$ cat src/rtl/dds_pkg.sv
// dds_pkg: shared widths, frame bit positions and FSM encoding for dac_frame_sched
package dds_pkg;
  localparam int DATA_W_DEF = 12;
  localparam int WORD_W_DEF = DATA_W_DEF + 4;
  localparam int FRM_CH     = 15;
  localparam int FRM_BUF    = 14;
  localparam int FRM_GA     = 13;
  localparam int FRM_SHDN   = 12;
  typedef enum logic [1:0] {S_IDLE, S_ISSUE, S_WAIT_DONE, S_LDAC} state_t;
endpackage

$ cat src/rtl/dac_frame_sched_if.sv
// dac_frame_sched_if: frame handshake between scheduler (master) and SPI serializer (slave)
interface dac_frame_sched_if
  import dds_pkg::*;
#(parameter int WORD_W = WORD_W_DEF) ();
  logic [WORD_W-1:0] word_out;
  logic              word_valid;
  logic              word_ready;
  logic              tx_done;
  modport master (output word_out, word_valid, input word_ready, tx_done);
  modport slave  (input word_out, word_valid, output word_ready, tx_done);
endinterface

$ cat src/rtl/dac_sched_chan_hold.sv
// dac_sched_chan_hold: per-voice sample latch with pending flag and sticky overrun
module dac_sched_chan_hold
  import dds_pkg::*;
#(parameter int DATA_W = DATA_W_DEF) (
  input  logic              clk,
  input  logic              rst_n,
  input  logic [DATA_W-1:0] i_data,
  input  logic              i_valid,
  input  logic              i_grant,
  input  logic              i_clr,
  output logic [DATA_W-1:0] o_hold,
  output logic              o_pend,
  output logic              o_ovr
);
  logic [DATA_W-1:0] r_hold;
  logic              r_pend, r_ovr;
  // a grant reads the old hold value, so a same-cycle capture is never an overrun
  always_ff @(posedge clk or negedge rst_n)
    if (!rst_n) begin
      r_hold <= '0;
      r_pend <= 1'b0;
      r_ovr  <= 1'b0;
    end else begin
      if (i_valid) r_hold <= i_data;
      r_pend <= i_valid | (r_pend & ~i_grant);
      r_ovr  <= ~i_clr & (r_ovr | (i_valid & r_pend & ~i_grant));
    end
  assign o_hold = r_hold;
  assign o_pend = r_pend;
  assign o_ovr  = r_ovr;
endmodule

$ cat src/rtl/dac_frame_sched.sv
// dac_frame_sched: round-robin scheduler building dual-DAC frames from two voices.
// Define DAC_SCHED_LDAC_EN to pulse ldac_n after each complete ch0+ch1 pair.
module dac_frame_sched
  import dds_pkg::*;
#(
  parameter int   DATA_W = DATA_W_DEF,
  parameter int   WORD_W = DATA_W + 4,
  parameter logic BUF    = 1'b0,
  parameter logic GA_N   = 1'b1
`ifdef DAC_SCHED_LDAC_EN
  , parameter int LDAC_PULSE = 2
`endif
) (
  input  logic              clk,
  input  logic              rst_n,
  input  logic              en,
  input  logic [DATA_W-1:0] ch0_data,
  input  logic              ch0_valid,
  input  logic [DATA_W-1:0] ch1_data,
  input  logic              ch1_valid,
  input  logic              shdn_n,
  input  logic              clr_ovr,
  output logic              ldac_n,
  output logic              busy,
  output logic [1:0]        ovr,
  dac_frame_sched_if.master ser
);
  state_t            r_state, w_nxt;
  logic              r_last, w_ch, w_grant;
  logic [WORD_W-1:0] r_word, w_frame;
  logic [1:0]        w_pend, w_gnt;
  logic [DATA_W-1:0] w_hold0, w_hold1;
  dac_sched_chan_hold #(.DATA_W(DATA_W)) u_ch0 (
    .clk, .rst_n, .i_data(ch0_data), .i_valid(ch0_valid), .i_grant(w_gnt[0]),
    .i_clr(clr_ovr), .o_hold(w_hold0), .o_pend(w_pend[0]), .o_ovr(ovr[0]));
  dac_sched_chan_hold #(.DATA_W(DATA_W)) u_ch1 (
    .clk, .rst_n, .i_data(ch1_data), .i_valid(ch1_valid), .i_grant(w_gnt[1]),
    .i_clr(clr_ovr), .o_hold(w_hold1), .o_pend(w_pend[1]), .o_ovr(ovr[1]));
  // with both pending, the channel not served last wins
  assign w_ch    = &w_pend ? ~r_last : w_pend[1];
  assign w_grant = r_state == S_IDLE && en && |w_pend;
  assign w_gnt   = {w_grant & w_ch, w_grant & ~w_ch};
  always_comb begin
    w_frame             = '0;
    w_frame[FRM_CH]     = w_ch;
    w_frame[FRM_BUF]    = BUF;
    w_frame[FRM_GA]     = GA_N;
    w_frame[FRM_SHDN]   = shdn_n;
    w_frame[DATA_W-1:0] = w_ch ? w_hold1 : w_hold0;
  end
`ifdef DAC_SCHED_LDAC_EN
  logic [1:0] r_mask;
  logic [3:0] r_cnt;
  logic       w_pulse_end;
  assign w_pulse_end = r_cnt == 4'(LDAC_PULSE - 1);
  always_ff @(posedge clk or negedge rst_n)
    if (!rst_n) begin
      r_mask <= '0;
      r_cnt  <= '0;
    end else begin
      if (r_state == S_ISSUE && ser.word_ready) r_mask[r_word[FRM_CH]] <= 1'b1;
      if (r_state == S_LDAC && w_pulse_end) r_mask <= '0;
      r_cnt <= r_state == S_LDAC ? r_cnt + 4'd1 : 4'd0;
    end
  assign ldac_n = r_state != S_LDAC;
`else
  assign ldac_n = 1'b0;
`endif
  always_comb begin
    w_nxt = r_state;
    case (r_state)
      S_IDLE:      w_nxt = w_grant ? S_ISSUE : S_IDLE;
      S_ISSUE:     w_nxt = ser.word_ready ? S_WAIT_DONE : S_ISSUE;
`ifdef DAC_SCHED_LDAC_EN
      S_WAIT_DONE: w_nxt = ser.tx_done ? (&r_mask ? S_LDAC : S_IDLE) : S_WAIT_DONE;
      S_LDAC:      w_nxt = w_pulse_end ? S_IDLE : S_LDAC;
`else
      S_WAIT_DONE: w_nxt = ser.tx_done ? S_IDLE : S_WAIT_DONE;
`endif
      default:     w_nxt = S_IDLE;
    endcase
  end
  always_ff @(posedge clk or negedge rst_n)
    if (!rst_n) begin
      r_state <= S_IDLE;
      r_word  <= '0;
      r_last  <= 1'b1;
    end else begin
      r_state <= w_nxt;
      if (w_grant) begin
        r_word <= w_frame;
        r_last <= w_ch;
      end
    end
  assign ser.word_out   = r_word;
  assign ser.word_valid = r_state == S_ISSUE;
  assign busy           = r_state != S_IDLE;
endmodule

$ cat src/flat_wrapper.sv
// flat-port wrapper written by rule: the top's interface ports become plain ports
module dac_frame_sched_flat import dds_pkg::*;
#(
  parameter int   DATA_W = DATA_W_DEF,
  parameter int   WORD_W = DATA_W + 4,
  parameter logic BUF    = 1'b0,
  parameter logic GA_N   = 1'b1

)
  (clk, rst_n, en, ch0_data, ch0_valid, ch1_data, ch1_valid, shdn_n, clr_ovr, ldac_n, busy, ovr, ser_word_out, ser_word_valid, ser_word_ready, ser_tx_done);
  dac_frame_sched_if #(.WORD_W(WORD_W)) ser_i ();
  input  logic clk;
  input  logic rst_n;
  input  logic en;
  input  logic [DATA_W-1:0] ch0_data;
  input  logic ch0_valid;
  input  logic [DATA_W-1:0] ch1_data;
  input  logic ch1_valid;
  input  logic shdn_n;
  input  logic clr_ovr;
  output logic ldac_n;
  output logic busy;
  output logic [1:0] ovr;
  output wire logic [$bits(ser_i.word_out)-1:0] ser_word_out;
  output wire logic [$bits(ser_i.word_valid)-1:0] ser_word_valid;
  input wire logic [$bits(ser_i.word_ready)-1:0] ser_word_ready;
  input wire logic [$bits(ser_i.tx_done)-1:0] ser_tx_done;
  assign ser_word_out = ser_i.word_out;
  assign ser_word_valid = ser_i.word_valid;
  assign ser_i.word_ready = ser_word_ready;
  assign ser_i.tx_done = ser_tx_done;
  dac_frame_sched #(.DATA_W(DATA_W), .WORD_W(WORD_W), .BUF(BUF), .GA_N(GA_N)) u_core (.clk(clk), .rst_n(rst_n), .en(en), .ch0_data(ch0_data), .ch0_valid(ch0_valid), .ch1_data(ch1_data), .ch1_valid(ch1_valid), .shdn_n(shdn_n), .clr_ovr(clr_ovr), .ldac_n(ldac_n), .busy(busy), .ovr(ovr), .ser(ser_i));
endmodule
$ cat config.mk
export PLATFORM = sky130hd
export DESIGN_NAME = dac_frame_sched_flat
export DESIGN_NICKNAME = d
export VERILOG_FILES = /design/src/rtl/dds_pkg.sv /design/src/rtl/dac_frame_sched_if.sv /design/src/rtl/dac_sched_chan_hold.sv /design/src/rtl/dac_frame_sched.sv /design/src/flat_wrapper.sv
export SDC_FILE = /design/constraint.sdc
export NUM_CORES = 1
export LEC_CHECK = 0
export CAP_MARGIN = 20
export CORE_MARGIN = 10
export CORE_UTILIZATION = 47
export CTS_CLUSTER_SIZE = 30
export DETAILED_ROUTE_END_ITERATION = 7
export GPL_ROUTABILITY_DRIVEN = 0
export PLACE_DENSITY = 0.82
export SYNTH_ARGS = -nofsm -noshare
export SYNTH_HDL_FRONTEND = slang
export SYNTH_SLANG_ARGS = --single-unit
$ cat constraint.sdc
create_clock -name clk -period 1.8 [get_ports clk]
set_input_delay 0.54 -clock clk [delete_from_list [all_inputs] [get_ports clk]]
set_output_delay 0.54 -clock clk [all_outputs]
set_load 0.05 [all_outputs]
## After elaboration in Yosys (flattened, before gate mapping)

Index checks and enable logic that the tools add are counted.

| word-level totals | value |
|---|---|
| register bits | 46 |
| output and inout port bits | 21 |
| word-level logic and storage cells | 42 |

| cells by class | value |
|---|---|
| eq/ne operators | 2 |
| mux-type cells | 6 |
| bitwise gates (word level) | 19 |
| reductions and logical operators | 6 |

Operators with widths:

| kind | count |
|---|---|
| 12-bit two-way mux | 1 |
| 1-bit bitwise AND | 10 |
| 2-bit case mux with 3 select lines | 1 |
| 1-bit NOT | 5 |
| 2-bit two-way mux | 2 |
| 1-bit bitwise OR | 4 |
| 2-bit by 1-bit equality test with 1-bit output (second input constant) | 1 |
| 2-bit equality test (second input constant) | 1 |
| 1-bit logical AND | 2 |
| 2-bit zero test | 1 |
| 1-bit two-way mux | 2 |
| 2-bit AND reduction | 1 |
| 2-bit nonzero test | 1 |
| 2-bit OR reduction | 1 |

## Depth between registers and ports, before layout

| depth | value |
|---|---|
| depth after elaboration | 8 |
| gate-level depth with buffers | 4 |
| depth with buffers taken out | 3 |

## Hierarchy

From an unflattened synthesis, not the netlist that was laid out.

| second synthesis, totals | value |
|---|---|
| cells, all modules | 131 |
| area, all modules | 1,905.6 um^2 |

Modules (own cells, without submodules):

| module | instances | cells each | area an instance (um^2) | seq. area each (um^2) |
|---|---|---|---|---|
| dac_sched_chan_hold | 2 | 32 | 525.5 | 350.3 |
| dac_frame_sched | 1 | 67 | 854.6 | 451.7 |

## Worst setup path after synthesis

No wires, ideal clock.

| timing | value |
|---|---|
| path type | input port to flip-flop |
| start | input port en |
| end | register u_core.r_word[0] (netlist: u_core.ser.word_out[0]) |
| setup time | 0.125 ns |
| data arrival time | 1.560 ns |
| data required time | 1.675 ns |
| slack | 0.115 ns |
| stages on the path | 4 |
| cells stage by stage | or3b_4 nor2_8 buf_12 mux2_4 |

| on the way | value |
|---|---|
| word-level cells in the longest chain between the ends | 2 |

RTL lines:

| what | line | source |
|---|---|---|
| start, declared | flat_wrapper.sv:14 | `input logic en;` |
| 1-bit logical AND (2 in series) | dac_frame_sched.sv:41 | `assign w_grant = r_state == S_IDLE && en && \|w_pend;` |
| end signal, assigned | dac_frame_sched.sv:91 | `r_word <= w_frame;` |
| end, declared | dac_frame_sched.sv:30 | `logic [WORD_W-1:0] r_word, w_frame;` |

Every way passes these cells.
A chain may end at the register's enable or synchronous reset.

## Final worst setup path

| timing | value |
|---|---|
| start | register u_core.r_state[1] |
| end | output port busy |

| on the way | value |
|---|---|
| word-level cells in the longest chain between the ends | 1 |

RTL lines:

| what | line | source |
|---|---|---|
| start, declared | dac_frame_sched.sv:28 | `state_t r_state, w_nxt;` |
| start signal, assigned | dac_frame_sched.sv:89 | `r_state <= w_nxt;` |
| 2-bit nonzero test | dac_frame_sched.sv:97 | `assign busy = r_state != S_IDLE;` |
| end, declared | flat_wrapper.sv:22 | `output logic busy;` |

Every way passes these cells.

==> results.md <==
- Status: finished clean
- Vias in the first global route: 1,405
- Full die area: 7240 um^2
- Psw: 0.00176 W
- Number of CTS-inserted buffers: 5
- Clock root buffer: sky130_fd_sc_hd__clkbuf_8
- Dpl hpwl: 3320 um
- Grt total ovfl: 0
- Total power: 0.00451 W
- IO Count: 54
- Internal power contribution: 0.00275 W
- Die extent in y: 85.1 um
- Pin count of the biggest net entering global routing: 22
- Crit path largest cell delay: 0.42 ns
- # H-tree levels: 2
- Final worst clock skew: 0.00734 ns
- First-pass DRT Iterations: 4
- Detailed route wirelength on metal3: 248 um
- Hold Violations, Final: 0
- Share of final-layout standard cells stronger than drive strength 1: 52.6%
- Crit path DAT: 1.21 ns
- Share of total power in sequential cells: 33.3%
- Number of buffers on the longest clock path: 2
- Finished Cell Area: 2750 um^2
- Power density normalized to cell area: 1640 nW/um^2
- Share of power burned in combinational logic: 52.5%
- Met1 WL: 1820 um
- Initial antenna violation count: 0
- Hold/Removal Path Class: primary input to asynchronous set/reset pin
- Cell breakdown of the critical path: or2_2 > buf_4
- Maximum clock rate: 0.572 GHz
- Number of pins exceeding their max-slew limit in the final report: 0
- Number of rows in the core area: 23
- Insertion delay to the later sink of the worst-skew pair: 0.30 ns
- Number of routed nets with antenna violations: 0
- Maximum resistive drop on vdd: 0.699 mV
- Average wire length per cell after detail routing: 18.1 um
- Unrepaired setup endpoints after global routing: false
- DR top layer: met4
- Quantity of hold-fixing buffers added after cts: 0
- Share of the cycle needed by the critical path after routing: 97.1%
- Crit-path max FO: 5
- Slowest CP cell: sky130_fd_sc_hd__dfrtp_1
- Number of buffers added on ports: 51
- Number of diodes: 0
- Cell Area, Placed: 2590 um^2
- Vias per cell: 4.97
- Synth Instances: 129
- Clock power frac: 14.2%
- Number of vias after detailed routing: 1,212
- First-pass GRT wire length: 7330 um
- Final Critical Period: 1.75 ns
- Core Region: 4060 um^2
- Yosys cell types: 25
- Lkg Pwr: 1.21 nW
- Final setup violation count: 0
- Register bit total from synthesis: 46
- Number of nets at the end of the flow: 226
- Layout-stage area growth over the synthesis result: 38.3%
- DRT Wirelength: 4410 um
- Initial cell density of the core: 49.1%
- Warnings from Yosys: 0
- Synthesized area per cell: 15.4 um^2
- Maxcap violations: 0
- Worst hold slack after final layout: 0.157 ns
- Met2 WL: 2290 um
- Critical path startpoint category: flip-flop
- Horizontal extent of the die: 85.1 um
- Critical Path End Type: primary output
- Required time reported for the critical path endpoint: 1.26 ns
- DRC Markers: 0
- Final-layout setup total negative slack: 0 ns
- Clock slew at the register clock pins of the worst setup and hold paths: 0.08 ns
- Initial detailed-routing violation count: 51
- Setup CP Type: flip-flop to primary output
- TritonCTS sink count: 46
- Portion of the post-synthesis area used by sequential elements: 57.9%
- Net switching share of the total power: 39.0%
- Global-route usage over all layers: 12.6%
- Clock tree from TritonCTS: done
- Synthesized area: 1990 um^2
-- repair_timing --
action                                  4_1_cts  5_1_grt
buffers inserted                              3        0
gates resized for setup                       4        0
endpoints found under the setup margin       14        0
-- cell families after synthesis --
logic type      share of synthesized area (%)
simple gates                             4.40
mux                                      30.4
flops                                    57.9
compound gates                           3.52
buf+inv                                  3.65
other cells                             0.188
-- layer usage --
| metal | GRT usage [%] | up-vias |
|---|---|---|
| li1 | - | 568 |
| met1 | 14.5 | 612 |
| met2 | 21.0 | 27 |
| met3 | 4.68 | 5 |
| met4 | 4.49 | 0 |
| met5 | 0 | - |
-- synthesized netlist by cell type --
cell / instances / share of area, %
sky130_fd_sc_hd__a21boi_0: 1 / 0.38
sky130_fd_sc_hd__a21boi_2: 1 / 0.57
sky130_fd_sc_hd__a21o_2: 1 / 0.44
sky130_fd_sc_hd__a21oi_1: 2 / 0.50
sky130_fd_sc_hd__a22o_2: 1 / 0.50
sky130_fd_sc_hd__and2b_2: 1 / 0.44
sky130_fd_sc_hd__buf_12: 1 / 1.0
sky130_fd_sc_hd__buf_4: 5 / 1.9
sky130_fd_sc_hd__clkbuf_1: 2 / 0.38
sky130_fd_sc_hd__conb_1: 1 / 0.19
sky130_fd_sc_hd__dfrtp_1: 45 / 57
sky130_fd_sc_hd__dfstp_2: 1 / 1.3
sky130_fd_sc_hd__inv_1: 2 / 0.38
sky130_fd_sc_hd__mux2_2: 43 / 24
sky130_fd_sc_hd__mux2_4: 8 / 6.0
sky130_fd_sc_hd__nand2_1: 2 / 0.38
sky130_fd_sc_hd__nand2b_1: 1 / 0.31
sky130_fd_sc_hd__nor2_1: 2 / 0.38
sky130_fd_sc_hd__nor2_8: 1 / 1.0
sky130_fd_sc_hd__nor3b_1: 1 / 0.38
sky130_fd_sc_hd__o211ai_1: 1 / 0.38
sky130_fd_sc_hd__o21ai_0: 1 / 0.25
sky130_fd_sc_hd__o21ba_2: 1 / 0.50
sky130_fd_sc_hd__or2_2: 3 / 0.94
sky130_fd_sc_hd__or3b_4: 1 / 0.57
-- worst max-delay path: cells and delay by family (launching register included) --
kind	cells	cell delay (ns)
buffers and inverters	1	0.19
DFF	1	0.42
and+or+nand+nor	1	0.30
-- power groups by stage --
stage / sequential, W / combinational, W / clock [W]
3_3_place_gp: 0.00152 / 0.00222 / 0
2_1_floorplan: 0.00204 / 0.00101 / 0
3_5_place_dp: 0.00152 / 0.00227 / 0
5_1_grt: 0.00154 / 0.00248 / 0.000703
6_report: 0.00150 / 0.00237 / 0.000640
4_1_cts: 0.00151 / 0.00239 / 0.000659
-- metrics by stage --
step                instances  setup WS [ns]  utilization (%)
floorplan                 130          0.115                -
global placement          232         -0.362             63.9
detailed placement        232         -0.389             63.9
CTS                       244         0.0408             67.8
global route              244        0.00178             67.8
finish                    244         0.0518             67.8
-- cell usage in the layout, fill, tap and decap left out, types with 2 or more instances in the layout --
| master | instances |
|---|---|
| sky130_fd_sc_hd__buf_4 | 22 |
| sky130_fd_sc_hd__inv_1 | 2 |
| sky130_fd_sc_hd__or2_2 | 3 |
| sky130_fd_sc_hd__nand2_1 | 2 |
| sky130_fd_sc_hd__conb_1 | 2 |
| sky130_fd_sc_hd__nor2_1 | 2 |
| sky130_fd_sc_hd__dfrtp_1 | 45 |
| sky130_fd_sc_hd__buf_6 | 2 |
| sky130_fd_sc_hd__clkdlybuf4s50_1 | 30 |
| sky130_fd_sc_hd__mux2_4 | 8 |
| sky130_fd_sc_hd__mux2_2 | 43 |
| sky130_fd_sc_hd__clkbuf_8 | 6 |
| sky130_fd_sc_hd__buf_12 | 7 |
| sky130_fd_sc_hd__a21oi_1 | 2 |
-- flip-flops by register name, indices dropped and copies added (netlist names) --
signal,flops
u_core.ser.word_out,15
u_core.u_ch0.o_hold,12
u_core.u_ch1.o_hold,12
u_core.r_state,2
u_core.r_last,1
u_core.u_ch0.o_ovr,1
u_core.u_ch0.o_pend,1
u_core.u_ch1.o_ovr,1
u_core.u_ch1.o_pend,1
-- path summary, 6_finish.rpt --
path | cells past startpoint | slack, ns | end | start
setup / recovery | 2 | 0.05 | busy | u_core.r_state[1]
hold / removal | 1 | 0.16 | u_core.ser.word_out[9] | rst_n
setup reg to reg | 5 | 0.14 | u_core.ser.word_out[7] | u_core.r_state[1]
hold reg to reg | 1 | 0.50 | u_core.ser.word_out[13] | u_core.ser.word_out[13]
max in group asynchronous | 2 | 1.16 | u_core.r_state[1] | rst_n
min in group clk | 1 | 0.50 | u_core.ser.word_out[13] | u_core.ser.word_out[13]
-- area by class of cell --
cell class	count	area [um^2]
clock buffer	7	86.3
clock inverter	1	5.00
fill	282	1310
inverter	2	7.51
multi-input combinational	74	769
sequential	46	1150
tap	50	62.6
timing repair buffer	64	669
(Power assumes the default switching activity.)
